$ cat config.mk
export PLATFORM = sky130hd
export DESIGN_NAME = cpu_axi_bridge
export DESIGN_NICKNAME = d
export VERILOG_FILES = /design/src/rtl/cpu_axi_bridge.sv
export SDC_FILE = /design/constraint.sdc
export NUM_CORES = 1
export LEC_CHECK = 0
export BUFFER_PORTS_ARGS = -buffer_cell sky130_fd_sc_hd__buf_4
export CAP_MARGIN = 20
export CORE_AREA = 2 2 137 139
export CTS_CLUSTER_SIZE = 25
export DETAILED_ROUTE_END_ITERATION = 6
export DIE_AREA = 0 0 139 141
export PLACE_DENSITY = 0.66
export SYNTH_ARGS = -nofsm -noshare
export SYNTH_HDL_FRONTEND = slang
export SYNTH_SLANG_ARGS = --single-unit
$ cat constraint.sdc
create_clock -name clock -period 12 [get_ports clock]
set_input_delay 0 -clock clock [delete_from_list [all_inputs] [get_ports clock]]
set_output_delay 0 -clock clock [all_outputs]
set_load 0.02 [all_outputs]
$ cat src/rtl/cpu_axi_bridge.sv
// Bridges the bit_mips ibus/dbus request ports onto a single-beat AXI master,
// one outstanding transaction at a time, with dbus given priority over ibus.
module cpu_axi_bridge #(
  parameter int ID_W       = 4,
  parameter int KSEG_XLATE = 1
) (
  input  logic              clock,
  input  logic              reset,

  input  logic [31:0]       ibus_addr,
  input  logic              ibus_read,
  output logic [31:0]       ibus_data,
  output logic              ibus_stall,

  input  logic [31:0]       dbus_addr,
  input  logic              dbus_read,
  input  logic              dbus_write,
  input  logic [31:0]       dbus_wdata,
  input  logic [3:0]        dbus_byteenable,
  output logic [31:0]       dbus_data,
  output logic              dbus_stall,

  input  logic [4:0]        cpu_stall,
  input  logic              cpu_flush,

  output logic [ID_W-1:0]   arid,
  output logic [31:0]       araddr,
  output logic [7:0]        arlen,
  output logic [2:0]        arsize,
  output logic [1:0]        arburst,
  output logic              arvalid,
  input  logic              arready,
  input  logic [31:0]       rdata,
  input  logic              rvalid,
  input  logic              rlast,
  output logic              rready,

  output logic [ID_W-1:0]   awid,
  output logic [31:0]       awaddr,
  output logic [7:0]        awlen,
  output logic [2:0]        awsize,
  output logic [1:0]        awburst,
  output logic              awvalid,
  input  logic              awready,
  output logic [31:0]       wdata,
  output logic [3:0]        wstrb,
  output logic              wlast,
  output logic              wvalid,
  input  logic              wready,
  input  logic              bvalid,
  output logic              bready
);

  localparam logic [2:0] IDLE    = 3'd0;
  localparam logic [2:0] RD_ADDR = 3'd1;
  localparam logic [2:0] RD_DATA = 3'd2;
  localparam logic [2:0] WR_REQ  = 3'd3;
  localparam logic [2:0] WR_RESP = 3'd4;

  logic [2:0]  state;
  logic        src;        // 0 = ibus owns the transaction, 1 = dbus
  logic [31:0] addr_q;
  logic [31:0] wdata_q;
  logic [3:0]  wstrb_q;
  logic        aw_done;
  logic        w_done;
  logic        discard;
  logic        i_valid;
  logic        d_valid;
  logic [31:0] i_buf;
  logic [31:0] d_buf;

  logic        d_req;
  logic        d_pend;
  logic        i_pend;
  logic        r_hs;
  logic        b_hs;
  logic        keep;

  // kseg0/kseg1 both alias the low 512 MB of physical space.
  function automatic logic [31:0] xlate(input logic [31:0] a);
    if (KSEG_XLATE != 0 && a[31:30] == 2'b10) return {3'b000, a[28:0]};
    return a;
  endfunction

  assign d_req  = dbus_read | dbus_write;
  assign d_pend = d_req & ~d_valid & ~cpu_flush;
  assign i_pend = ibus_read & ~i_valid & ~cpu_flush;

  assign ibus_stall = ibus_read & ~i_valid;
  assign dbus_stall = d_req & ~d_valid;

  assign r_hs = (state == RD_DATA) & rvalid;
  assign b_hs = (state == WR_RESP) & bvalid;
  // A flush on the completing edge drops the result just like a latched discard.
  assign keep = ~discard & ~cpu_flush;

  assign arid    = '0;
  assign araddr  = addr_q;
  assign arlen   = 8'd0;
  assign arsize  = 3'b010;
  assign arburst = 2'b01;
  assign arvalid = (state == RD_ADDR);
  assign rready  = (state == RD_DATA);

  assign awid    = '0;
  assign awaddr  = addr_q;
  assign awlen   = 8'd0;
  assign awsize  = 3'b010;
  assign awburst = 2'b01;
  assign awvalid = (state == WR_REQ) & ~aw_done;
  assign wdata   = wdata_q;
  assign wstrb   = wstrb_q;
  assign wlast   = 1'b1;
  assign wvalid  = (state == WR_REQ) & ~w_done;
  assign bready  = (state == WR_RESP);

  assign ibus_data = i_buf;
  assign dbus_data = d_buf;

  logic unused_inputs;
  assign unused_inputs = ^{rlast, cpu_stall[3:2], cpu_stall[0]};

  // NOTE: sequential state uses non-blocking assignments so every register
  // samples pre-edge values regardless of block ordering.
  always_ff @(posedge clock or posedge reset) begin
    if (reset) begin
      state   <= IDLE;
      src     <= 1'b0;
      addr_q  <= '0;
      wdata_q <= '0;
      wstrb_q <= '0;
      aw_done <= 1'b0;
      w_done  <= 1'b0;
    end else begin
      case (state)
        IDLE: begin
          if (d_pend) begin
            src     <= 1'b1;
            addr_q  <= xlate(dbus_addr);
            wdata_q <= dbus_wdata;
            wstrb_q <= dbus_byteenable;
            aw_done <= 1'b0;
            w_done  <= 1'b0;
            state   <= dbus_write ? WR_REQ : RD_ADDR;
          end else if (i_pend) begin
            src    <= 1'b0;
            addr_q <= xlate(ibus_addr);
            state  <= RD_ADDR;
          end
        end
        RD_ADDR: if (arready) state <= RD_DATA;
        RD_DATA: if (rvalid) state <= IDLE;
        WR_REQ: begin
          if (awready) aw_done <= 1'b1;
          if (wready)  w_done  <= 1'b1;
          if ((aw_done | awready) & (w_done | wready)) state <= WR_RESP;
        end
        WR_RESP: if (bvalid) state <= IDLE;
        default: state <= IDLE;
      endcase
    end
  end

  always_ff @(posedge clock or posedge reset) begin
    if (reset)                              discard <= 1'b0;
    else if (r_hs | b_hs)                   discard <= 1'b0;
    else if (cpu_flush && state != IDLE)    discard <= 1'b1;
  end

  // Set only happens while the stage is stalled, so set/retire never collide.
  always_ff @(posedge clock or posedge reset) begin
    if (reset)                       i_valid <= 1'b0;
    else if (cpu_flush)              i_valid <= 1'b0;
    else if (r_hs & ~src & ~discard) i_valid <= 1'b1;
    else if (~cpu_stall[1])          i_valid <= 1'b0;
  end

  always_ff @(posedge clock or posedge reset) begin
    if (reset)                                  d_valid <= 1'b0;
    else if (cpu_flush)                         d_valid <= 1'b0;
    else if (((r_hs & src) | b_hs) & ~discard)  d_valid <= 1'b1;
    else if (~cpu_stall[4])                     d_valid <= 1'b0;
  end

  always_ff @(posedge clock or posedge reset) begin
    if (reset) begin
      i_buf <= '0;
      d_buf <= '0;
    end else if (r_hs & keep) begin
      if (src) d_buf <= rdata;
      else     i_buf <= rdata;
    end
  end

endmodule

==> results of run 1 <==
per-stage QoR:
stage / util / power [uW] / cell area (sq um) / setup WS, ns
2_1_floorplan: - / 1430 / 6490 / 8.22
3_3_place_gp: 0.469 / 1800 / 8570 / 9.58
3_5_place_dp: 0.469 / 1820 / 8570 / 9.57
4_1_cts: 0.583 / 2440 / 10600 / 9.55
5_1_grt: 0.584 / 2550 / 10700 / 9.40
6_report: 0.584 / 2420 / 10700 / 9.58
state kept, by name, summed over array words and instances, names as in the netlist:
signal     count
wdata         32
ibus_data     32
araddr        32
d_valid        1
dbus_data     32
wstrb          4
aw_done        1
w_done         1
i_valid        1
discard        1
state          3
src            1
power breakdown:
group	internal [uW]	switching, uW	total [uW]	leakage, uW
Clock	355	206	561	0.000298
Combinational	517	550	1070	0.00350
Sequential	657	135	792	0.00180
Total	1530	891	2420	0.00559
metal layers:
metal  vias to the layer above  track usage
met5                         -            0
met4                         0       0.0638
met3                        28       0.0560
met2                       214        0.322
met1                      2460        0.213
li1                       2437            -
cell type report:
| class | instances | share of cell area |
|---|---|---|
| Clock buffer | 20 | 0.0418 |
| Clock inverter | 12 | 0.0171 |
| Inverter | 6 | 0.00258 |
| Multi-Input combinational cell | 284 | 0.217 |
| Sequential cell | 141 | 0.331 |
| Tap cell | 234 | 0.0274 |
| Timing Repair Buffer | 466 | 0.364 |
cells by family (layout without fill, tap and decap cells):
group           Yosys count  in the layout  share of synthesized area
other cells               2             35                    0.00118
buf+inv                  98            504                      0.106
flops                   141            141                      0.554
compound gates           57             57                     0.0521
simple gates             60             60                     0.0421
mux                     132            132                      0.245
layout by cell type (no fill, tap or decap), types with 2 or more instances in the layout:
| master | count |
|---|---|
| sky130_fd_sc_hd__nor2_1 | 5 |
| sky130_fd_sc_hd__bufinv_16 | 4 |
| sky130_fd_sc_hd__clkinvlp_4 | 3 |
| sky130_fd_sc_hd__nand3_1 | 2 |
| sky130_fd_sc_hd__a22o_1 | 2 |
| sky130_fd_sc_hd__nor2b_1 | 2 |
| sky130_fd_sc_hd__clkbuf_16 | 17 |
| sky130_fd_sc_hd__clkbuf_1 | 2 |
| sky130_fd_sc_hd__mux2_1 | 71 |
| sky130_fd_sc_hd__mux2_4 | 29 |
| sky130_fd_sc_hd__mux2_2 | 2 |
| sky130_fd_sc_hd__buf_4 | 320 |
| sky130_fd_sc_hd__o21ai_1 | 35 |
| sky130_fd_sc_hd__conb_1 | 35 |
| sky130_fd_sc_hd__a21oi_1 | 3 |
| sky130_fd_sc_hd__inv_1 | 5 |
| sky130_fd_sc_hd__o21ai_0 | 3 |
| sky130_fd_sc_hd__mux2i_1 | 30 |
| sky130_fd_sc_hd__a21o_1 | 3 |
| sky130_fd_sc_hd__dlygate4sd3_1 | 145 |
| sky130_fd_sc_hd__dfrtp_1 | 141 |
| sky130_fd_sc_hd__nor2_4 | 2 |
| sky130_fd_sc_hd__o22ai_1 | 2 |
| sky130_fd_sc_hd__o21ai_4 | 2 |
| sky130_fd_sc_hd__inv_6 | 4 |
| sky130_fd_sc_hd__nand2_1 | 41 |
cells in the mapped netlist (3+ instances only):
cell type	instances	share of area
sky130_fd_sc_hd__a21o_1	3	0.0035
sky130_fd_sc_hd__a21oi_1	3	0.0024
sky130_fd_sc_hd__buf_2	4	0.0031
sky130_fd_sc_hd__buf_4	70	0.083
sky130_fd_sc_hd__buf_6	5	0.0088
sky130_fd_sc_hd__clkbuf_1	11	0.0065
sky130_fd_sc_hd__dfrtp_1	141	0.55
sky130_fd_sc_hd__inv_1	6	0.0035
sky130_fd_sc_hd__mux2_1	71	0.13
sky130_fd_sc_hd__mux2_4	29	0.068
sky130_fd_sc_hd__mux2i_1	30	0.047
sky130_fd_sc_hd__nand2_1	41	0.024
sky130_fd_sc_hd__nor2_1	6	0.0035
sky130_fd_sc_hd__o21ai_0	3	0.0024
sky130_fd_sc_hd__o21ai_1	36	0.028
final timing paths:
| path | from | end | cells after the start |
|---|---|---|---|
| setup reg to reg | d_valid$_DFFE_PP0P_ | wstrb[3]$_DFFE_PP0P_ | 6 |
| min in group asynchronous | reset | wdata[4]$_DFFE_PP0P_ | 3 |
| hold / removal | dbus_read | src$_DFFE_PP0P_ | 5 |
| max in group asynchronous | reset | araddr[11]$_DFFE_PP0P_ | 5 |
| hold reg to reg | ibus_data[0]$_DFFE_PP0P_ | ibus_data[0]$_DFFE_PP0P_ | 1 |
| setup / recovery | d_valid$_DFFE_PP0P_ | wstrb[3]$_DFFE_PP0P_ | 6 |
worst max-delay path, cell delays in order (launching register included):
cell and delay, ns:
sky130_fd_sc_hd__dfrtp_1 0.42, sky130_fd_sc_hd__nor2_4 0.15, sky130_fd_sc_hd__o21ai_4 0.06, sky130_fd_sc_hd__buf_4 0.29, sky130_fd_sc_hd__or4_2 0.59, sky130_fd_sc_hd__buf_4 0.34
sky130_fd_sc_hd__mux2_1 0.40
==> out/summary.md, run 1 <==
The most used flip-flop cell after synthesis is sky130_fd_sc_hd__dfrtp_1. The tools report the row count as 50. Across all hold checks on the routed design, the worst slack comes to 0.0854 ns. During I/O placement, the number of pins put on the boundary was 355. TritonCTS built the clock tree. Synthesis inferred 141 register bits.

STA classifies the critical path endpoint as a register. Met3 wire length: 1180 um. The root buffer cell chosen for the clock tree is sky130_fd_sc_hd__clkbuf_16.

The total clock sinks came out at 141. The final-report hold violation count is 0. After the first detailed-routing iteration, the DRC count stood at 165. The number of resized instances in the post-cts repair step was 0; the synthesized area divided by synthesized cell count was 13.0 sq um. The run gives 7160 um as the detailed-routing wirelength on met1. The first detailed-routing pass ran for 4 iterations.

Input and output buffers added on the ports amount to 315. Entering global routing, the biggest net connects 81 pins. In the routed design, unresolved DRC markers number 0. 0 antenna diodes ended up in the layout. For the worst setup path, the data required time is 12.29 ns. The setup clock skew after layout came out at 0.00930 ns. The number of nets in the layout was 1,065.

The count of pins over their slew limit is 0, and the final weighted congestion in routability-driven placement is 0.785. Fraction of layout cells with a size suffix above 1: 0.420. Setup repair after global routing left no endpoint under its margin.

The H-tree was split into 4 levels. The type of the worst min-delay path is in2reg. The proportion of synthesized chip area in sequential cells came out at 0.554. VDD sags by at most 159 uV. Clock-pin slew was measured on the worst setup and hold paths at 0.06 ns. The tools report the count of mapped cells out of synthesis as 490. Relative to the synthesized area, the layout overhead comes to 67.7%. At the pin with the least slew margin, the transition time is 1.03 ns. The tools report the HPWL after detailed placement as 11,400 um. Timing would allow up to 414 MHz.

Global router's overall resource usage: 0.183. The tools report the relative max-transition margin as 0.312. Largest fanout on the critical path: 37. The detail route stage leaves a number of antenna-violating nets equal to 0. The filler cells instantiated in the layout total 1,486. In this run the vertical extent of the chip is 141 um.

Summed over all cells, the static leakage comes to 0.00559 uW. The logs give 0 for the number of antenna violations at the first check in global routing and 3530 sq um for the sequential standard cell area. Global routing finished with a remaining overflow of 0. The highest routing layer actually used is met4. Counting I/O delays and the setup requirement, the final critical path takes 2.42 ns. Setup slack on the worst reg-to-reg path comes out at 9.58 ns. For this design, the CTS-stage hold fixing added 145 buffers.

Total vias in the final route: 5,139. Proportion of register bits with asynchronous set or reset after synthesis: 1.00. In the final layout, the multi-input gates occupy 2320 sq um.

At the worst endpoint, the arrival time is 2.71 ns. The cell area after synthesis was 6370 sq um. The wire length reported by the detailed router was 17,800 um. The die covers 19,600 sq um.

STA classifies the critical path startpoint as a register. The critical path is of the reg2reg type. The tools report the via count of the first global-routing pass as 5,388. After synthesis, the netlist uses 39 different library cells. The count of flip-flops with a built-in enable after synthesis works out to 0.

For the routed length on met2, the log shows 9180 um. The run gives 0 ns as the setup TNS. The total setup violations reported at the end of the flow was 0. The number of placed cells counting well taps came out at 985. The area of the placeable core is 18,300 sq um. For the clock buffer count from CTS, the log shows 17. For this design the ratio of total power to cell area is 227 nW/um^2. The run gives 0.348 as the initial standard-cell utilization of the core. The Yosys step of the flow raised 0 warnings. The die outline width was 139 um. The run gives 28,300 um as the global-route wire length before repair.

In the routed layout, each cell is associated on average with a via count of 4.42. The mean routed wirelength per cell came out at 15.3 um. Clock latency on the worst-skew pair, taken at its later pin, is 0.41 ns. The final clock period utilization by the worst path is 0.202, and the number of maximum-capacitance constraint violations is 0. The run finished with clean final reports. The clock passes through at most 2 buffers. The post-CTS setup buffer count is 0, and the number of non-filler instances in the completed layout is 1,163.
No activity file was read; power rests on OpenSTA's default activity.
==> run 2, diff against run 1 <==
- ABC_AREA: default -> 1
- CORE_AREA: 2 2 137 139 -> 2 2 139 141
- DIE_AREA: 0 0 139 141 -> 0 0 141 143
- PLACE_DENSITY: 0.66 -> 0.65
- clock period: 12 -> 2.3 ns (I/O delays scaled with it)
==> run 2 against run 1 <==
Cell count rose by 25%. Total power grew to 5.6 times the previous value. Area after synthesis increased by 2.1%. Clock skew is 0.00068 ns lower. Critical path type unchanged. Sequential power rose to 5.5 times the previous value. Flip-flop and latch count unchanged. Design area rose by 0.48%. Via count up 22%. Largest cell class unchanged.
==> out/summary.md, run 2 <==
The share of total power consumed by net switching was 0.412 (was 0.368); the share of the synthesized area in the top cell type was 0.543 (was 0.554). Pin count of the biggest net entering global routing: 75 (was 81). Kind of capture point of the worst setup path: a register (unchanged). The largest fanout on the critical path is 35 (was 37), and the starting DRC count in detailed routing is 329 (was 165). For the relative max-transition margin, the log shows 0.586 (was 0.312). The maximum cell stage delay along the critical path is 0.55 ns (was 0.59 ns), and the flip-flop and latch count after synthesis is 141 (unchanged). Number of levels the H-tree was split into: 4 (unchanged).

The count of mapped cells out of synthesis is 784 (was 490), and the number of nets in the layout is 1,352 (was 1,065). The cell-internal power is 7930 uW (was 1530 uW), and the clock buffer count from CTS is 17 (unchanged). The via density per instance came out at 4.34 (was 4.42). Most area-consuming cells after synthesis: sky130_fd_sc_hd__dfrtp_1 (54%), sky130_fd_sc_hd__nand2_1 (22%), sky130_fd_sc_hd__buf_4 (8.0%) (was sky130_fd_sc_hd__dfrtp_1 (55%), sky130_fd_sc_hd__mux2_1 (13%), sky130_fd_sc_hd__buf_4 (8.3%)). The detailed-router iteration count before antenna repair was 5 (was 4). The buffers plus inverters on the worst setup path was 5 (was 2). Top library cells by usage in the layout, fill and taps aside: sky130_fd_sc_hd__nand2_1 (380), sky130_fd_sc_hd__buf_4 (317), sky130_fd_sc_hd__dlygate4sd3_1 (145), sky130_fd_sc_hd__dfrtp_1 (141), sky130_fd_sc_hd__o21ai_1 (57) (was sky130_fd_sc_hd__buf_4 (320), sky130_fd_sc_hd__dlygate4sd3_1 (145), sky130_fd_sc_hd__dfrtp_1 (141), sky130_fd_sc_hd__mux2_1 (71), sky130_fd_sc_hd__nand2_1 (41)).

The root buffer cell is sky130_fd_sc_hd__clkbuf_16 (unchanged). The run gives 0.00595 uW (was 0.00559 uW) as the leakage component of the power. The type of the worst min-delay path was in2async (was in2reg).

The fraction of layout cells with a size suffix above 1 is 0.303 (was 0.420), and the count of flip-flops with a built-in enable after synthesis is 0 (unchanged). Setup clock skew after layout: 0.00862 ns (was 0.00930 ns). The flow ran to the end, and the final reports show no timing, DRC or antenna violations.

The run gives 20,200 sq um (was 19,600 sq um) as the area enclosed by the die boundary. The type of origin of the critical path is a register (unchanged). The number of distinct standard cells referenced by the synthesized netlist is 25 (was 39), and the floorplan die height is 143 um (was 141 um). The tools report the count of pins over their slew limit as 0 (unchanged). HPWL after detailed placement: 13,000 um (was 11,400 um). The run gives 19,700 um (was 17,800 um) as the wire length reported by the detailed router.

The power density over the cells is 1260 nW/um^2 (was 227 nW/um^2), and the clock insertion delay at the later pin of the skew report is 0.41 ns (about the same). The run gives 470 MHz (was 414 MHz) as the achievable clock frequency. The number of antenna diodes is 0 (unchanged), and the die outline width is 141 um (was 139 um). The clock period minus final worst setup slack is 2.13 ns (was 2.42 ns). The initial standard-cell utilization of the core was 0.350 (was 0.348); the total setup violations reported at the end of the flow was 0 (unchanged). The number of buffer cells added on primary ports works out to 315 (unchanged).

Critical Path, Cell by Cell: inv_1, nand3_2, buf_8, inv_1, buf_8, nand2_1, nand2_1, dlygate4sd3_1, nand2_1, nand2_1 (was nor2_4, o21ai_4, buf_4, or4_2, buf_4, mux2_1). TritonCTS built the clock tree. The cell taking the most area after synthesis is sky130_fd_sc_hd__dfrtp_1 (unchanged). For the maximum vdd drop, the log shows 642 uV (was 159 uV). The cell type with the highest occurrence count on the critical path was sky130_fd_sc_hd__nand2_1 (was sky130_fd_sc_hd__buf_4). Library cell with the highest instance count after synthesis: sky130_fd_sc_hd__nand2_1 (was sky130_fd_sc_hd__dfrtp_1). The total global routing overflow was 0 (unchanged). Kind of cell adding the most delay to the critical path: buffers and inverters (was simple AND/OR/NAND/NOR gates). The tools report the maximum clock path buffer count as 2 (unchanged). The proportion of register bits with asynchronous set or reset after synthesis is 1.00 (unchanged), and the synthesis-to-layout area growth is 65.0% (was 67.7%).

The final clock period utilization by the worst path came out at 0.926 (was 0.202). The type of the worst setup path is reg2reg (unchanged). The number of maximum-capacitance constraint violations was 0 (unchanged); the worst-case setup margin in the final layout was 0.170 ns (was 9.58 ns). The worst setup timing slack at the placement stage was 0.552 ns (was 9.57 ns); the clock network fraction of design power was 0.214 (was 0.232). Cell with the biggest individual delay on the critical path: sky130_fd_sc_hd__dlygate4sd3_1 (was sky130_fd_sc_hd__or4_2). The mean routed wirelength per cell is 13.6 um (was 15.3 um), and the overall power consumption is 13,500 uW (was 2420 uW).

The required time at the worst-slack endpoint was 2.65 ns (was 12.29 ns). The tools report the data arrival time of the critical path as 2.48 ns (was 2.71 ns). The row count is 50 (unchanged). The I/O pin count was 355 (unchanged); the synthesized area divided by synthesized cell count was 8.29 sq um (was 13.0 sq um). The tools report the final-report hold violation count as 0 (unchanged). The logs give 0.189 (was 0.183) for the global router's overall resource usage and 5550 uW (was 891 uW) for the switching power summed over all nets.

The setup TNS came out at 0 ns (unchanged). The commonest non-fill, non-tap cell in the layout is sky130_fd_sc_hd__nand2_1 (was sky130_fd_sc_hd__buf_4). The tools report the share of total power in combinational logic as 0.463 (was 0.441). The logs give 0 (unchanged) for the final antenna-violating net count and 1,619 (was 1,486) for the count of fill cells added during filler insertion.

For the proportion of synthesized chip area in sequential cells, the log shows 0.543 (was 0.554). For the sequential standard cell area, the log shows 3530 sq um (unchanged). The logs give 6,292 (was 5,139) for the total vias in the final route and 6,020 (was 5,388) for the via count of the first global-routing pass.

The clock edge transition at the registers on the reported setup and hold paths was 0.07 ns (was 0.06 ns); the detailed-route DRC error count was 0 (unchanged). The run gives 0 (unchanged) as the number of antenna violations at the first check in global routing. Prevailing post-synth register cell: sky130_fd_sc_hd__dfrtp_1 (unchanged). The global-route wire length before repair is 30,100 um (was 28,300 um). The area of the placeable core is 18,600 sq um (was 18,300 sq um), and the sequential share of power is 0.323 (was 0.327). The total clock sinks is 141 (unchanged). The tools report the total of warnings raised by yosys as 0 (unchanged).

Setup repair after global routing left no endpoint under its margin. Cell area after synthesis: 6500 sq um (was 6370 sq um). Leading post-synthesis cells by instance count: sky130_fd_sc_hd__nand2_1 (380), sky130_fd_sc_hd__dfrtp_1 (141), sky130_fd_sc_hd__buf_4 (69) (was sky130_fd_sc_hd__dfrtp_1 (141), sky130_fd_sc_hd__mux2_1 (71), sky130_fd_sc_hd__buf_4 (70)).

The area taken by multi-input logic gates came out at 2120 sq um (was 2320 sq um). The slew at the pin with the worst max-slew slack works out to 0.621 ns (was 1.03 ns). The tools report the final weighted congestion in routability-driven placement as 0.767 (was 0.785).
run 2: cell count changes after synthesis, moves of 12 or more:
cell	before	now
sky130_fd_sc_hd__mux2i_1	30	0
sky130_fd_sc_hd__o21ai_1	36	57
sky130_fd_sc_hd__buf_2	4	16
sky130_fd_sc_hd__mux2_4	29	0
sky130_fd_sc_hd__inv_1	6	54
sky130_fd_sc_hd__nand2_1	41	380
sky130_fd_sc_hd__mux2_1	71	0
run 2: worst paths after layout:
| check | from | cells past startpoint | slack [ns] | to |
|---|---|---|---|---|
| worst max-delay path | d_valid$_DFFE_PP0P_ | 10 | 0.17 | araddr[2]$_DFFE_PP0P_ |
| worst min-delay path | reset | 3 | 0.07 | wdata[8]$_DFFE_PP0P_ |
| worst max register to register | d_valid$_DFFE_PP0P_ | 10 | 0.17 | araddr[2]$_DFFE_PP0P_ |
| worst min register to register | wdata[20]$_DFFE_PP0P_ | 2 | 0.47 | wdata[20]$_DFFE_PP0P_ |
| max in group asynchronous | reset | 4 | 1.57 | araddr[3]$_DFFE_PP0P_ |
| min in group clock | dbus_read | 7 | 0.14 | state[1]$_DFFE_PP0P_ |
run 2: routing by layer:
metal	wire, um	global-route usage
met3	1310	0.0563
met1	8090	0.231
met2	9970	0.323
met5	0	0
met4	359	0.0584
run 2: repair_timing:
action,in CTS,in global routing
hold endpoints to repair,280,0
buffers inserted,0,0
setup endpoints to repair,0,28
hold buffers,145,0
resized for setup,0,4
run 2: power by group through the flow:
stage | registers [uW] | logic [uW] | clock network [uW]
finish | 4350 | 6240 | 2890
global route | 4480 | 6730 | 3100
CTS | 4340 | 6270 | 2960
detailed placement | 4350 | 6040 | 0
global placement | 4340 | 5940 | 0
floorplan | 5530 | 2440 | 0
run 2: cell families after synthesis:
| family | share of synthesized area |
|---|---|
| DFF | 0.543 |
| and+or+nand+nor | 0.246 |
| buffers and inverters | 0.151 |
| other | 0.00115 |
| AOI/OAI and AO/OA | 0.0597 |
run 2: layout make-up:
| cell class | instances | share of cell area |
|---|---|---|
| repair buffers | 468 | 0.367 |
| multi-input cells | 517 | 0.197 |
| well taps | 234 | 0.0273 |
| inverters | 58 | 0.0206 |
| flip-flops and latches | 141 | 0.329 |
| clock buffers | 19 | 0.0422 |
| clock inverters | 13 | 0.0161 |
run 2: metrics by stage:
| stage | cell area, sq um | hold slack, ns | std cells | util |
|---|---|---|---|---|
| floorplan | 6630 | 0.117 | 817 | - |
| global placement | 8630 | -0.0593 | 1273 | 0.465 |
| detailed placement | 8630 | -0.0598 | 1273 | 0.465 |
| CTS | 10700 | 0.0421 | 1450 | 0.576 |
| global route | 10700 | 0.0430 | 1450 | 0.577 |
| finish | 10700 | 0.0704 | 1450 | 0.577 |
run 2: worst min-delay path, stage by stage:
cell and delay [ns]:
sky130_fd_sc_hd__dlygate4sd3_1 0.54, sky130_fd_sc_hd__buf_4 0.14, sky130_fd_sc_hd__clkinvlp_4 0.16
==> run 3, diff against run 2 <==
- ABC_AREA: 1 -> 0
- CORE_AREA: 2 2 139 141 -> 2 2 137 139
- DIE_AREA: 0 0 141 143 -> 0 0 139 141
- PLACE_DENSITY: 0.65 -> 0.66
==> run 3 against run 2 <==
Sequential share of layout area hardly changed. Clock skew is 0.0017 ns higher. Fmax is 1.2% lower. Design area hardly changed. Die area is 2.8% lower. Cell count is 20% lower.
==> out/summary.md, run 3 (synthesis gave the netlist of run 1 again) <==
The post-CTS setup buffer count was 0 (unchanged). The logs give 0.348 (was 0.350) for the initial standard-cell utilization of the core and 0.145 ns (was 0.170 ns) for the worst-case setup margin in the final layout. The tools report the type of origin of the critical path as a register (unchanged).

The timing endpoint of the critical path is araddr[29]$_DFFE_PP0P_ (was araddr[2]$_DFFE_PP0P_). The largest fanout on the critical path was 34 (was 35); the power density over the cells was 1180 nW/um^2 (was 1260 nW/um^2). The total clock sinks is 141 (unchanged).

The run gives 355 (unchanged) as the I/O pin count. For the global router's overall resource usage, the log shows 0.177 (was 0.189). TritonCTS built the clock tree. The clock edge transition at the registers on the reported setup and hold paths came out at 0.06 ns (was 0.07 ns).

The critical path startpoint was d_valid$_DFFE_PP0P_ (unchanged). Top library cells by usage in the layout, fill and taps aside: sky130_fd_sc_hd__buf_4 (323), sky130_fd_sc_hd__dlygate4sd3_1 (144), sky130_fd_sc_hd__dfrtp_1 (141), sky130_fd_sc_hd__mux2_1 (71), sky130_fd_sc_hd__nand2_1 (41) (was sky130_fd_sc_hd__nand2_1 (380), sky130_fd_sc_hd__buf_4 (317), sky130_fd_sc_hd__dlygate4sd3_1 (145), sky130_fd_sc_hd__dfrtp_1 (141), sky130_fd_sc_hd__o21ai_1 (57)). The detailed-route DRC error count was 0 (unchanged). The number of buffer cells added on primary ports came out at 315 (unchanged). The worst setup timing slack at the placement stage came out at 0.386 ns (was 0.552 ns). The logs give 50 (unchanged) for the row count and 18,300 sq um (was 18,600 sq um) for the area of the placeable core. The total vias in the final route is 5,158 (was 6,292), and the final antenna-violating net count is 0 (unchanged). The total global routing overflow was 0 (unchanged).

The clock period minus final worst setup slack works out to 2.16 ns (was 2.13 ns). The synthesis-to-layout area growth came out at 68.4% (was 65.0%). The tools report the detailed-router iteration count before antenna repair as 4 (was 5). The via density per instance works out to 4.42 (was 4.34).

The capture instance of the worst register-to-register path was araddr[29]$_DFFE_PP0P_ (was araddr[2]$_DFFE_PP0P_). The maximum vdd drop is 697 uV (was 642 uV), and the clock insertion delay at the later pin of the skew report is 0.41 ns (about the same). HPWL after detailed placement: 12,000 um (was 13,000 um). For the wire length reported by the detailed router, the log shows 17,900 um (was 19,700 um). The tools report the number of nets in the layout as 1,069 (was 1,352). The setup clock skew after layout is 0.0103 ns (was 0.00862 ns). The root buffer cell was sky130_fd_sc_hd__clkbuf_16 (unchanged). The floorplan die height was 141 um (was 143 um). The tools report the beginning of the worst register-to-register path as d_valid$_DFFE_PP0P_ (unchanged). The run gives 27,300 um (was 30,100 um) as the global-route wire length before repair.

The total setup violations reported at the end of the flow is 0 (unchanged). The final weighted congestion in routability-driven placement was 0.752 (was 0.767). The tools report the data arrival time of the critical path as 2.49 ns (was 2.48 ns). The flow ran to the end, and the final reports show no timing, DRC or antenna violations.

The final clock period utilization by the worst path is 0.937 (was 0.926). The count of pins over their slew limit came out at 0 (unchanged). The commonest non-fill, non-tap cell in the layout was sky130_fd_sc_hd__buf_4 (was sky130_fd_sc_hd__nand2_1). For the number of antenna violations at the first check in global routing, the log shows 0 (unchanged). The clock buffer count from CTS is 17 (unchanged).

The mean routed wirelength per cell came out at 15.4 um (was 13.6 um). Fraction of layout cells with a size suffix above 1: 0.425 (was 0.303). The final-report hold violation count was 0 (unchanged). The pin count of the biggest net entering global routing is 66 (was 75), and the starting DRC count in detailed routing is 130 (was 329). The tools report the required time at the worst-slack endpoint as 2.63 ns (was 2.65 ns). The maximum clock path buffer count was 2 (unchanged). The achievable clock frequency is 464 MHz (was 470 MHz). The tools report the kind of capture point of the worst setup path as a register (unchanged). The cell count of the worst reg-to-reg path came out at 6 (was 10). Relative max-transition margin: 0.499 (was 0.586). The type of the worst setup path was reg2reg (unchanged). The number of maximum-capacitance constraint violations is 0 (unchanged), and the setup TNS is 0 ns (unchanged). The run gives 4 (unchanged) as the number of levels the H-tree was split into.

The type of the worst min-delay path is in2reg (was in2async). The area enclosed by the die boundary came out at 19,600 sq um (was 20,200 sq um). The slew at the pin with the worst max-slew slack is 0.750 ns (was 0.621 ns), and the end-of-flow core utilization is 0.587 (was 0.577). Setup repair after global routing left no endpoint under its margin. The logs give 0.14 ns (was 0.17 ns) for the register-to-register path setup slack and 1,497 (was 1,619) for the count of fill cells added during filler insertion. The leakage component of the power was 0.00562 uW (was 0.00595 uW). The number of antenna diodes is 0 (unchanged). The run gives 5,219 (was 6,020) as the via count of the first global-routing pass.

The die outline width was 139 um (was 141 um).
[run 3: timing repair]
item | in CTS | in global routing
gates resized for setup | 0 | 0
hold buffers | 144 | 0
endpoints found under the hold margin | 170 | 0
[run 3: worst max-delay path, cell delays in order, from the launching register on]
cell	delay [ns]
sky130_fd_sc_hd__dfrtp_1	0.40
sky130_fd_sc_hd__nor2_4	0.07
sky130_fd_sc_hd__o21ai_4	0.05
sky130_fd_sc_hd__buf_4	0.48
sky130_fd_sc_hd__mux2_2	0.39
sky130_fd_sc_hd__dlygate4sd3_1	0.55
sky130_fd_sc_hd__o21ai_1	0.11
[run 3: worst min path at each step]
stage | slack (ns) | startpoint | cells after the start | endpoint
final | 0.16 | dbus_read | 4 | state[0]$_DFFE_PP0P_
after global placement | 0.17 | reset | 2 | dbus_data[17]$_DFFE_PP0P_
after global routing | 0.19 | dbus_read | 4 | state[0]$_DFFE_PP0P_
after detailed placement | 0.17 | reset | 2 | ibus_data[29]$_DFFE_PP0P_
after floorplan | 0.13 | rdata[10] | 1 | dbus_data[10]$_DFFE_PP0P_
after CTS | 0.13 | dbus_read | 4 | state[0]$_DFFE_PP0P_
[run 3: final cells by class]
class                   instances  area (sq um)  area share
clock inverters                13           189      0.0176
inverters                       6          26.3     0.00245
repair buffers                470          3930       0.366
clock buffers                  18           439      0.0410
well taps                     234           293      0.0273
multi-input cells             284          2320       0.216
flip-flops and latches        141          3530       0.329
[run 3: per-layer routing]
metal	vias to the layer above	track usage	wire [um]
met5	-	0	0
met4	0	0.0606	299
met3	17	0.0513	1130
met2	203	0.305	9120
met1	2494	0.213	7360
li1	2444	-	-
[run 3: metrics by stage]
step / cells / total power (uW) / hold WS [ns] / cell area, sq um
6_report: 1166 / 12700 / 0.157 / 10700
2_1_floorplan: 523 / 7440 / 0.132 / 6490
3_5_place_dp: 991 / 9550 / 0.169 / 8650
3_3_place_gp: 991 / 9470 / 0.173 / 8650
5_1_grt: 1166 / 13300 / 0.188 / 10700
4_1_cts: 1166 / 12800 / 0.131 / 10700
[run 3: where the power goes]
part           switching, uW  internal [uW]  total [uW]
clock                   1080           1850        2920
sequential               687           3430        4110
combinational           2910           2720        5630
total                   4680           7990       12700
